===== src/rtl/irq_controller.sv =====
// Interrupt controller for the single-cycle CPU: edge-latched sources with fixed priority
// and a request/service handshake that tracks handler entry and exit through PC[31].
module irq_controller #(
  parameter int unsigned N_SRC     = 4,
  parameter logic [31:0] BASE_ADDR = 32'h4000_0030
) (
  input  logic             sysclk,
  input  logic             reset,
  input  logic [N_SRC-1:0] src,
  input  logic             pc31,
  input  logic             rd,
  input  logic             wr,
  input  logic [31:0]      addr,
  input  logic [31:0]      wdata,
  output logic [31:0]      rdata,
  output logic             hit,
  output logic             irq_out
);

  localparam int unsigned ID_W = 4;
  localparam logic [1:0]  OFF_PEND  = 2'd0;
  localparam logic [1:0]  OFF_MASK  = 2'd1;
  localparam logic [1:0]  OFF_CTRL  = 2'd2;
  localparam logic [1:0]  OFF_TAKEN = 2'd3;

  typedef enum logic [1:0] {
    ST_IDLE    = 2'd0,
    ST_REQ     = 2'd1,
    ST_SERVICE = 2'd2
  } state_e;

  state_e state_q, state_d;

  logic [N_SRC-1:0] s1_q, s2_q, s3_q;
  logic [N_SRC-1:0] pend_q, pend_d;
  logic [N_SRC-1:0] ovf_q, ovf_d;
  logic [N_SRC-1:0] mask_q, mask_d;
  logic             gie_q, gie_d;
  logic             taken_valid_q, taken_valid_d;
  logic [ID_W-1:0]  taken_id_q, taken_id_d;
  logic             pc31_q;

  logic [N_SRC-1:0] rise_c;
  logic [N_SRC-1:0] act_vec_c;
  logic             act_valid_c;
  logic [ID_W-1:0]  act_id_c;
  logic             wr_pend_c, wr_mask_c, wr_ctrl_c;
  logic             unused_ok;

  assign unused_ok = ^{addr[1:0], wdata};

  assign hit       = (addr[31:4] == BASE_ADDR[31:4]);
  assign rise_c    = s2_q & ~s3_q;
  assign wr_pend_c = wr & hit & (addr[3:2] == OFF_PEND);
  assign wr_mask_c = wr & hit & (addr[3:2] == OFF_MASK);
  assign wr_ctrl_c = wr & hit & (addr[3:2] == OFF_CTRL);

  // Fixed priority: lowest active index wins.
  assign act_vec_c   = pend_q & mask_q;
  assign act_valid_c = |act_vec_c;
  always_comb begin
    act_id_c = '0;
    for (int i = N_SRC - 1; i >= 0; i--) begin
      if (act_vec_c[i]) act_id_c = ID_W'(i);
    end
  end

  assign irq_out = gie_q & act_valid_c & ~pc31 & ~taken_valid_q;

  // Register updates: a new edge always beats a same-cycle W1C.
  always_comb begin
    pend_d = pend_q;
    ovf_d  = ovf_q;
    mask_d = mask_q;
    gie_d  = gie_q;
    if (wr_pend_c) begin
      pend_d = pend_q & ~wdata[N_SRC-1:0];
      ovf_d  = ovf_q & ~wdata[16 +: N_SRC];
    end
    ovf_d  = ovf_d | (rise_c & pend_q);
    pend_d = pend_d | rise_c;
    if (wr_mask_c) mask_d = wdata[N_SRC-1:0];
    if (wr_ctrl_c) gie_d = wdata[0];
  end

  always_ff @(posedge sysclk or negedge reset) begin
    if (!reset) begin
      s1_q          <= '0;
      s2_q          <= '0;
      s3_q          <= '0;
      pend_q        <= '0;
      ovf_q         <= '0;
      mask_q        <= '0;
      gie_q         <= 1'b0;
      taken_valid_q <= 1'b0;
      taken_id_q    <= '0;
      pc31_q        <= 1'b0;
    end else begin
      s1_q          <= src;
      s2_q          <= s1_q;
      s3_q          <= s2_q;
      pend_q        <= pend_d;
      ovf_q         <= ovf_d;
      mask_q        <= mask_d;
      gie_q         <= gie_d;
      taken_valid_q <= taken_valid_d;
      taken_id_q    <= taken_id_d;
      pc31_q        <= pc31;
    end
  end

  always_ff @(posedge sysclk or negedge reset) begin
    if (!reset) state_q <= ST_IDLE;
    else        state_q <= state_d;
  end

  always_comb begin
    state_d = state_q;
    case (state_q)
      ST_IDLE:    if (irq_out) state_d = ST_REQ;
      ST_REQ: begin
        if (pc31)          state_d = ST_SERVICE;
        else if (!irq_out) state_d = ST_IDLE;
      end
      ST_SERVICE: if (pc31_q && !pc31) state_d = ST_IDLE;
      default:    state_d = ST_IDLE;
    endcase
  end

  // Capture the winning id on handler entry; release on handler return.
  always_comb begin
    taken_valid_d = taken_valid_q;
    taken_id_d    = taken_id_q;
    if (state_q == ST_REQ && pc31) begin
      taken_valid_d = 1'b1;
      taken_id_d    = act_id_c;
    end else if (state_q == ST_SERVICE && pc31_q && !pc31) begin
      taken_valid_d = 1'b0;
      taken_id_d    = '0;
    end
  end

  always_comb begin
    rdata = 32'h0;
    if (rd && hit) begin
      case (addr[3:2])
        OFF_PEND:  rdata = 32'(pend_q) | (32'(ovf_q) << 16);
        OFF_MASK:  rdata = 32'(mask_q);
        OFF_CTRL:  rdata = {23'h0, act_valid_c, act_id_c, 3'h0, gie_q};
        OFF_TAKEN: rdata = {taken_valid_q, 27'h0, taken_id_q};
        default:   rdata = 32'h0;
      endcase
    end
  end

endmodule


===== config.mk =====
export PLATFORM = sky130hd
export DESIGN_NAME = irq_controller
export DESIGN_NICKNAME = d
export VERILOG_FILES = /design/src/rtl/irq_controller.sv
export SDC_FILE = /design/constraint.sdc
export NUM_CORES = 1
export LEC_CHECK = 0
export ABC_AREA = 1
export BUFFER_PORTS_ARGS = -buffer_cell sky130_fd_sc_hd__buf_2
export CAP_MARGIN = 20
export CORE_UTILIZATION = 25
export CTS_CLUSTER_DIAMETER = 150
export CTS_CLUSTER_SIZE = 20
export DETAILED_ROUTE_END_ITERATION = 16
export PLACE_DENSITY = 0.57
export SLEW_MARGIN = 10
export SYNTH_ARGS = -nofsm -noshare
export SYNTH_HDL_FRONTEND = slang
export SYNTH_SLANG_ARGS = --single-unit
export TNS_END_PERCENT = 20

===== constraint.sdc =====
create_clock -name sysclk -period 4.39 [get_ports sysclk]
set_input_delay 0.878 -clock sysclk [delete_from_list [all_inputs] [get_ports sysclk]]
set_output_delay 0.878 -clock sysclk [all_outputs]
set_load 0.02 [all_outputs]

==> results of run 1 <==
==> cell type report <==
| type | count | area (um2) |
|---|---|---|
| clock buffer | 8 | 100 |
| tap | 96 | 120 |
| fill | 717 | 4630 |
| inverter | 28 | 105 |
| timing repair buffer | 61 | 308 |
| multi-input combinational | 152 | 759 |
| sequential | 31 | 776 |
==> worst reg2reg max path: stages (launching register included) <==
cell     delay [ps]
dfrtp_1         430
nand2_1         120
nand2_1          60
nor2_1          190
nor2_1           70
nand3_1          90
nor2_1           50
==> per-layer routing <==
metal  global-route usage [%]  vias to the layer above  wire, um
li1                         -                      771         -
met1                     13.7                      648      1750
met2                     17.9                       70      1730
met3                     2.41                        4       247
met4                     4.09                        0        25
met5                        0                        -         0
==> cell usage after synthesis, types with 2 or more instances <==
cell,number
a21oi_1,3
buf_4,20
dfrtp_1,31
inv_1,28
nand2_1,42
nand2_4,2
nand3_1,17
nand3_4,3
nand4_1,8
nor2_1,30
nor2_2,5
nor3_2,5
o21ai_0,6
o21ai_1,5
o22ai_1,2
==> kinds of logic after synthesis <==
family,Yosys count
simple gates,115
buf+inv,51
flops,31
other cells,1
compound gates,17
==> metrics by stage <==
| stage | hold WS, ps | power [W] |
|---|---|---|
| floorplan | 331 | 0.000346 |
| global placement | 333 | 0.000364 |
| detailed placement | 336 | 0.000364 |
| CTS | 350 | 0.000611 |
| global route | 353 | 0.000630 |
| finish | 348 | 0.000602 |
==> power groups by stage <==
stage,registers [W],clock network [W],logic (W)
after floorplan,0.000299,0,0.0000470
after global placement,0.000299,0,0.0000648
after detailed placement,0.000299,0,0.0000648
after CTS,0.000294,0.000252,0.0000650
after global routing,0.000294,0.000263,0.0000726
final,0.000294,0.000243,0.0000645
==> layout by cell type, fill, tap and decap left out, drive strengths merged <==
cell    instances
o22ai           2
nor2           36
nand4           8
inv            28
buf            61
or2             1
nor3            5
nand3          20
nand2          45
conb           20
a21oi           3
dfrtp          31
clkbuf          8
o21ai          11
a22oi           1
==> worst paths after layout <==
path / startpoint / to / slack, ps / cells after the start
worst max-delay path: addr[3] / rdata[1] / 1190 / 6
worst min-delay path: s1_q[1]$_DFF_PN0_ / s2_q[1]$_DFF_PN0_ / 350 / 0
worst max register to register: pend_q[0]$_DFF_PN0_ / state_q[0]$_DFFE_PN0P_ / 3280 / 6
worst min register to register: s1_q[1]$_DFF_PN0_ / s2_q[1]$_DFF_PN0_ / 350 / 0
max in group asynchronous: reset / mask_q[0]$_DFFE_PN0P_ / 3300 / 1
min in group asynchronous: reset / pc31_q$_DFF_PN0_ / 640 / 1
==> state kept, by name (all words and copies together) (netlist names) <==
name	cells
gie_q	1
mask_q	4
ovf_q	4
pc31_q	1
pend_q	4
s1_q	4
s2_q	4
s3_q	4
state_q	2
taken_id_q	2
taken_valid_q	1
==> summary.md, run 1 <==
| Metric | Value |
|---|---|
| Leak Pwr | 1.21 nW |
| P&R area growth vs syn | 23.8% |
| FP Rows | 30 |
| Clk pin slew, worst setup/hold paths | 60 ps |
| First-pass GRT wire length | 6140 um |
| Synth top area cells | dfrtp_1, nand2_1, buf_4 |
| Initial antenna violation count | 0 |
| Post-route insts no fill | 376 |
| Synth Warn # | 0 |
| Grt ovf | 0 |
| Clock skew | 5.78 ps |
| HPWL Detailed | 2860 um |
| Distinct cells, synth | 23 |
| PD cells | 278 nW/um2 |
| Prevailing post-synth register cell | dfrtp_1 |
| WL per Instance | 9.98 um |
| Die Area | 7350 um2 |
| EDFF count, synth | 0 |
| # placed instances | 368 |
| Antenna cell count | 0 |
| Max Buffers Root-to-Sink | 2 |
| Crit path capture type | output pin |
| Starting DRT DRC Count | 24 |
| Fraction of synthesized area in multiplexers | 0% |
| Initial Utilization | 25.8% |
| Final WL | 3750 um |
| Seq cells post-synth | 31 |
| Final worst path period share | 72.9% |
| Slew Limit Headroom | 53.5% |
| CP Data Arrival Time | 2320 ps |
| Part of the power in combinational logic | 10.7% |
| Critical-path cell list | buf_2 -> nor2_1 -> inv_1 -> o21ai_0 -> nor2_1 -> buf_2 |
| Postcts setup bufs | 0 |
| Cell count after synthesis | 215 |
| Die Y | 85.7 um |
| Clock Tree Root | clkbuf_8 |
| Int Pwr | 0.000456 W |
| Vias per std cell | 3.97 |
| CTS tree | yes |
| Final Cell Area | 2170 um2 |
| 1st-pass router iterations | 4 |
| Critical path's top delay family | buffers and inverters |
| Fin worst setup slack | 1190 ps |
| Drt drc | 0 |
| CP max stage cell | nor2_1 |
| GP Congestion | 0.774 |
| Setup WS pre-CTS | 1210 ps |
| Post-route ant nets | 0 |
| Avg Cell Area, Syn | 8.15 um2 |
| Mapped Area | 1750 um2 |
| Async set-reset flop share out of synthesis | 100% |
| Max_cap viols | 0 |
| Synth Area in XOR/XNOR | 0% |
| Worst Max-Slew Pin Slew | 697 ps |
| F_max | 0.312 GHz |
| Fin crit period | 3200 ps |
| Post-synth top area cell | dfrtp_1 |
| Share of cells above drive strength 1 | 30.4% |
| # hold bufs at CTS | 0 |
| Post-Synth Simple-Gate Area | 33.9% |
| Io pins | 107 |
| Via count | 1493 |
| Peak VDD IR | 0.200 mV |
| H-tree depth | 2 |
| Critical Path Start Type | input pin |
| Compound-cell area share of the yosys netlist | 5.14% |
| Total Nets Final | 352 |
| Worst path required time | 3510 ps |
| Largest net degree at the start of global routing | 32 |
| RSZ-0062 raised after global routing | false |
| CTS Sinks | 31 |
| Part of the power in registers | 48.8% |
| # resized after CTS | 0 |
| Clock power share | 40.4% |
| Final Slew Violations | 0 |
| Endpoints failing setup | 0 |
| CTS buffer count | 5 |
| Status | finished clean |
| Main combinational cell family by area after synthesis | simple AND/OR/NAND/NOR gates |
| Die width | 85.7 um |
| Core footprint | 6790 um2 |
| Setup Crit Path Kind | in2out |
| Final Hold Viols | 0 |
| Sw Share | 24.3% |
| HP Class | reg2reg |
| GRT Util Overall | 10.8% |
| Vias in the first global route | 1325 |
| Slowest stage delay, CP | 520 ps |
| Clock Latency Late Sink | 280 ps |
| Sequential area share after synthesis | 44.3% |
| Final Util | 31.9% |
| P_sw | 0.000146 W |
| Synth top area share | 44.3% |
| Fraction of the mapped netlist area in adder cells | 0% |
| TNS Setup | 0 ps |
| Crit path buf inv count | 3 |
| Critical Path Fanout Max | 9 |
| Port Buffers | 60 |
| Placed Area | 2070 um2 |
Power figures use the tool's default switching activity.
==> run 2, diff against run 1 <==
PLACE_DENSITY = 0.59   (was 0.57)
clock period = 2.65 ns   (was 4.39 ns; I/O delays follow)
==> summary.md, run 2 (synthesized netlist as in run 1, its figures left out) <==
| Metric | Value |
|---|---|
| Status | finished clean |
| Core footprint | 6790 um2 (unchanged) |
| Die Y | 85.7 um (unchanged) |
| Worst path required time | 2120 ps (-1390 ps) |
| GRT Util Overall | 10.7% (-0.13 points) |
| Peak VDD IR | 0.306 mV (+53%) |
| Clock skew | 6.69 ps (+0.910 ps) |
| 1st-pass router iterations | 4 (unchanged) |
| P_sw | 0.000243 W (+66%) |
| Starting DRT DRC Count | 31 (+29%) |
| Worst setup path startpoint | addr[29] |
| TNS Setup | 0 ps (unchanged) |
| Slew Limit Headroom | 54.2% (+0.63 points) |
| Critical-path cell list | buf_2 -> or2_1 -> nor2_2 -> nand2_2 -> nor2_8 -> nand2_4 -> a21oi_1 -> buf_2 |
| Crit path capture type | output pin |
| Sw Share | 25.7% (+1.4 points) |
| PD cells | 436 nW/um2 (+57%) |
| Largest net degree at the start of global routing | 32 (unchanged) |
| GP Congestion | 0.774 (about the same) |
| CP Data Arrival Time | 1690 ps (-630 ps) |
| HP Class | in2async |
| Part of the power in registers | 51.5% (+2.7 points) |
| CTS Sinks | 31 (unchanged) |
| Placed Area | 2080 um2 (+0.73%) |
| Die width | 85.7 um (unchanged) |
| Most common cell after layout, fill and taps aside | buf_2 |
| HPWL Detailed | 2810 um (-1.8%) |
| P&R area growth vs syn | 23.8% (unchanged) |
| CTS buffer count | 5 (unchanged) |
| WL per Instance | 9.64 um (-3.4%) |
| Commonest non-fill, non-tap cells in the layout | buf_2, nand2_1, dfrtp_1 |
| Worst R2R Start | pend_q[0]$_DFF_PN0_ |
| Clock Tree Root | clkbuf_8 |
| Internal reg-to-reg setup slack | 1520 ps (-1760 ps) |
| Post-route ant nets | 0 (unchanged) |
| Initial antenna violation count | 0 (unchanged) |
| Critical Path Start Type | input pin |
| Setup Crit Path Kind | in2out |
| Final WL | 3640 um (-2.9%) |
| First-pass GRT wire length | 6110 um (-0.57%) |
| F_max | 0.450 GHz |
| Antenna cell count | 0 (unchanged) |
| Via count | 1531 (+2.5%) |
| # resized after CTS | 0 (unchanged) |
| Total power | 0.000945 W (+57%) |
| FP Rows | 30 (unchanged) |
| Fin worst setup slack | 426 ps (-762 ps) |
| Part of the power in combinational logic | 11.4% (+0.7 points) |
| Final Slew Violations | 0 (unchanged) |
| Critical Path Fanout Max | 9 (unchanged) |
| Final-layout fill cell count | 741 (+3.3%) |
| Leak Pwr | 1.21 nW (about the same) |
| # hold bufs at CTS | 0 (unchanged) |
| Max_cap viols | 0 (unchanged) |
| CP max stage cell | or2_1 |
| Postcts setup bufs | 0 (unchanged) |
| Die Area | 7350 um2 (unchanged) |
| Int Pwr | 0.000702 W (+54%) |
| Setup WS pre-CTS | 395 ps (-819 ps) |
| Drt drc | 0 (unchanged) |
| Clock Latency Late Sink | 280 ps (about the same) |
| Vias in the first global route | 1363 (+2.9%) |
| Final Hold Viols | 0 (unchanged) |
| Io pins | 107 (unchanged) |
| Worst Max-Slew Pin Slew | 687 ps (-9.50 ps) |
| Clk pin slew, worst setup/hold paths | 70 ps (about the same) |
| Initial Utilization | 25.8% (unchanged) |
| CP dominant cell by count | buf_2 |
| Vias per std cell | 4.05 (+2.0%) |
| Final Cell Area | 2170 um2 (unchanged) |
| Grt ovf | 0 (unchanged) |
| Max Buffers Root-to-Sink | 2 (unchanged) |
| Share of cells above drive strength 1 | 30.9% (+0.49 points) |
| Endpoints failing setup | 0 (unchanged) |
| Clock power share | 37.1% (-3.3 points) |
| CTS tree | yes |
| Slowest stage delay, CP | 220 ps (-300 ps) |
| RSZ-0062 raised after global routing | false |
| Total Nets Final | 354 (+0.57%) |
| Fin crit period | 2220 ps |
| Port Buffers | 60 (unchanged) |
| H-tree depth | 2 (unchanged) |
| Final worst path period share | 83.9% |
## run 2: per-stage QoR
step	std cells	hold slack, ps	utilization, %
after floorplan	234	234	-
after global placement	370	333	30.7
after detailed placement	370	336	30.7
after CTS	378	317	31.9
after global routing	378	334	31.9
final	378	296	31.9
## run 2: final timing paths
path                                          end  cells past startpoint
setup / recovery                         rdata[3]                      8
hold / removal                pend_q[0]$_DFF_PN0_                      1
setup reg to reg           state_q[0]$_DFFE_PN0P_                      6
hold reg to reg                 s2_q[2]$_DFF_PN0_                      0
max in group asynchronous     pend_q[1]$_DFF_PN0_                      1
min in group sysclk             s2_q[2]$_DFF_PN0_                      0
## run 2: final cells by class
type,instances,area [um2],share of cell area [%]
tap,96,120,5.54
multi-input combinational,152,759,35.0
timing repair buffer,63,323,14.9
clock buffer,6,72.6,3.35
clock inverter,2,12.5,0.577
sequential,31,776,35.8
inverter,28,105,4.85
## run 2: power by group through the flow
| stage | combinational (W) | clock (W) | sequential, W |
|---|---|---|---|
| after floorplan | 0.0000779 | 0 | 0.000495 |
| after global placement | 0.000108 | 0 | 0.000496 |
| after detailed placement | 0.000108 | 0 | 0.000496 |
| after CTS | 0.000109 | 0.000366 | 0.000487 |
| after global routing | 0.000122 | 0.000385 | 0.000488 |
| final | 0.000107 | 0.000351 | 0.000487 |
## run 2: metal layers
metal / global-route usage, % / vias to the layer above / wire (um)
met5: 0 / - / 0
met4: 3.18 / 0 / 43
met3: 2.50 / 5 / 308
met2: 18.3 / 76 / 1660
met1: 13.4 / 678 / 1630
li1: - / 772 / -
## run 2: worst max-delay path, delay by kind of cell
kind | cells | cell delay [ps]
buffers and inverters | 2 | 280
AND/OR/NAND/NOR | 5 | 690
AO/OA/AOI/OAI | 1 | 180
==> run 3, diff against run 2 <==
clock period = 1.9 ns   (was 2.65 ns; I/O delays follow)
==> summary.md, run 3 (synthesized netlist as in run 1, its figures left out) <==
| Metric | Value |
|---|---|
| Commonest non-fill, non-tap cells in the layout | buf_2, nand2_1, dfrtp_1 |
| Crit path capture type | output pin |
| CTS Sinks | 31 (unchanged) |
| Max Buffers Root-to-Sink | 2 (unchanged) |
| Internal reg-to-reg setup slack | 820 ps (-700 ps) |
| P&R area growth vs syn | 33.9% |
| Die width | 85.7 um (unchanged) |
| Die Y | 85.7 um (unchanged) |
| Status | finished clean |
| Post-route ant nets | 0 (unchanged) |
| Max_cap viols | 0 (unchanged) |
| First-pass GRT wire length | 6180 um (+1.2%) |
| PD cells | 568 nW/um2 (+30%) |
| Vias per std cell | 4.00 (-1.2%) |
| CTS tree | yes |
| Io pins | 107 (unchanged) |
| Critical Path Fanout Max | 3 (-6) |
| Final Hold Viols | 0 (unchanged) |
| Clock Tree Root | clkbuf_8 |
| HPWL Detailed | 2890 um (+3.1%) |
| Initial Utilization | 25.8% (unchanged) |
| Worst setup path startpoint | addr[29] |
| Final WL | 3860 um (+6.0%) |
| Worst Max-Slew Pin Slew | 675 ps (-12.4 ps) |
| CP Data Arrival Time | 1450 ps (-240 ps) |
| F_max | 0.547 GHz |
| Share of cells above drive strength 1 | 36.5% (+5.6 points) |
| Largest net degree at the start of global routing | 32 (unchanged) |
| R2R cell count | 6 (unchanged) |
| Worst R2R Start | pend_q[3]$_DFF_PN0_ |
| Antenna cell count | 0 (unchanged) |
| Setup Crit Path Kind | in2out |
| RSZ-0062 raised after global routing | true |
| Leak Pwr | 1.26 nW (+4.1%) |
| # hold bufs at CTS | 0 (unchanged) |
| Final Slew Violations | 0 (unchanged) |
| Fin crit period | 1830 ps |
| Final Cell Area | 2350 um2 (+8.2%) |
| Clock skew | 3.99 ps (-2.69 ps) |
| Die Area | 7350 um2 (unchanged) |
| WL per Instance | 10.1 um (+4.3%) |
| Endpoints failing setup | 0 (unchanged) |
| Via count | 1536 (+0.33%) |
| Clk pin slew, worst setup/hold paths | 60 ps (about the same) |
| # placed instances | 373 (+0.81%) |
| Starting DRT DRC Count | 34 (+9.7%) |
| Most common cell after layout, fill and taps aside | buf_2 |
| Port Buffers | 60 (unchanged) |
| H-tree depth | 2 (unchanged) |
| Slew Limit Headroom | 55.0% (+0.83 points) |
| FP Rows | 30 (unchanged) |
| Placed Area | 2110 um2 (+1.1%) |
| Reg2reg end | state_q[0]$_DFFE_PN0P_ |
| Critical Path Start Type | input pin |
| GP Congestion | 0.797 (+2.9%) |
| Core footprint | 6790 um2 (unchanged) |
| Initial antenna violation count | 0 (unchanged) |
| Clock Latency Late Sink | 280 ps (about the same) |
| Final worst path period share | 96.2% |
| GRT Util Overall | 10.8% (+0.11 points) |
| Total Nets Final | 360 (+1.7%) |
| Drt drc | 0 (unchanged) |
| Grt ovf | 0 (unchanged) |
| 1st-pass router iterations | 4 (unchanged) |
| Post-route insts no fill | 384 (+1.6%) |
| Worst path required time | 1520 ps (-600 ps) |
| HP Class | in2async |
| Final-layout fill cell count | 710 (-4.2%) |
| CTS buffer count | 5 (unchanged) |
| Final Util | 34.5% (+2.6 points) |
| Peak VDD IR | 0.478 mV (+56%) |
| CP Capture Point | rdata[8] |
| Total power | 0.00133 W (+41%) |
| Vias in the first global route | 1428 (+4.8%) |
[run 3: worst min path at each step]
stage / startpoint / to / slack (ps) / cells after the start
3_5_place_dp: s1_q[3]$_DFF_PN0_ / s2_q[3]$_DFF_PN0_ / 340 / 0
5_1_grt: src[0] / s1_q[0]$_DFF_PN0_ / 200 / 1
6_report: reset / ovf_q[0]$_DFF_PN0_ / 140 / 1
3_3_place_gp: s1_q[0]$_DFF_PN0_ / s2_q[0]$_DFF_PN0_ / 330 / 0
2_1_floorplan: reset / gie_q$_DFFE_PN0P_ / 80 / 0
4_1_cts: reset / mask_q[0]$_DFFE_PN0P_ / 160 / 1
[run 3: critical path, stage by stage]
cell,delay (ps)
buf_6,90
or2_1,220
nor2_2,90
nand2_2,90
nor2_8,120
buf_6,110
nand3_4,90
nor2_4,130
buf_6,120
[run 3: layout make-up]
cell class                      instances  area [um2]  share of cell area, %
Clock buffer                            7        76.3                   3.25
Multi-Input combinational cell        152         822                   35.0
Tap cell                               96         120                   5.12
Sequential cell                        31         777                   33.1
Inverter                               28         105                   4.48
Clock inverter                          1        5.00                  0.213
Timing Repair Buffer                   69         440                   18.8
[run 3: repair_timing]
| item | CTS | global route |
|---|---|---|
| resized for setup | 2 | 35 |
| setup endpoints to repair | 2 | 14 |
| setup buffers | 0 | 3 |
| pin swaps | 0 | 13 |
[run 3: layer usage]
layer / wire (um) / part of all wire [%] / vias up / track usage (%)
met5: 0 / 0 / - / 0
met4: 58 / 1.5 / 0 / 4.09
met3: 230 / 6.0 / 6 / 2.12
met2: 1880 / 49 / 70 / 18.4
met1: 1700 / 44 / 674 / 13.4
li1: - / - / 786 / -
[run 3: metrics by stage]
step | setup slack, ps | hold WS (ps) | TNS, ps
6_report | 71.9 | 138 | 0
5_1_grt | -15.0 | 196 | -15.4
4_1_cts | -21.3 | 159 | -25.2
3_5_place_dp | -20.5 | 336 | -21.4
3_3_place_gp | -37.5 | 333 | -65.3
2_1_floorplan | 78.6 | 84.4 | 0
[run 3: power by group]
part / switching [W] / internal, W
registers: 0.00000545 / 0.000674
logic: 0.000106 / 0.0000628
clock network: 0.000228 / 0.000256
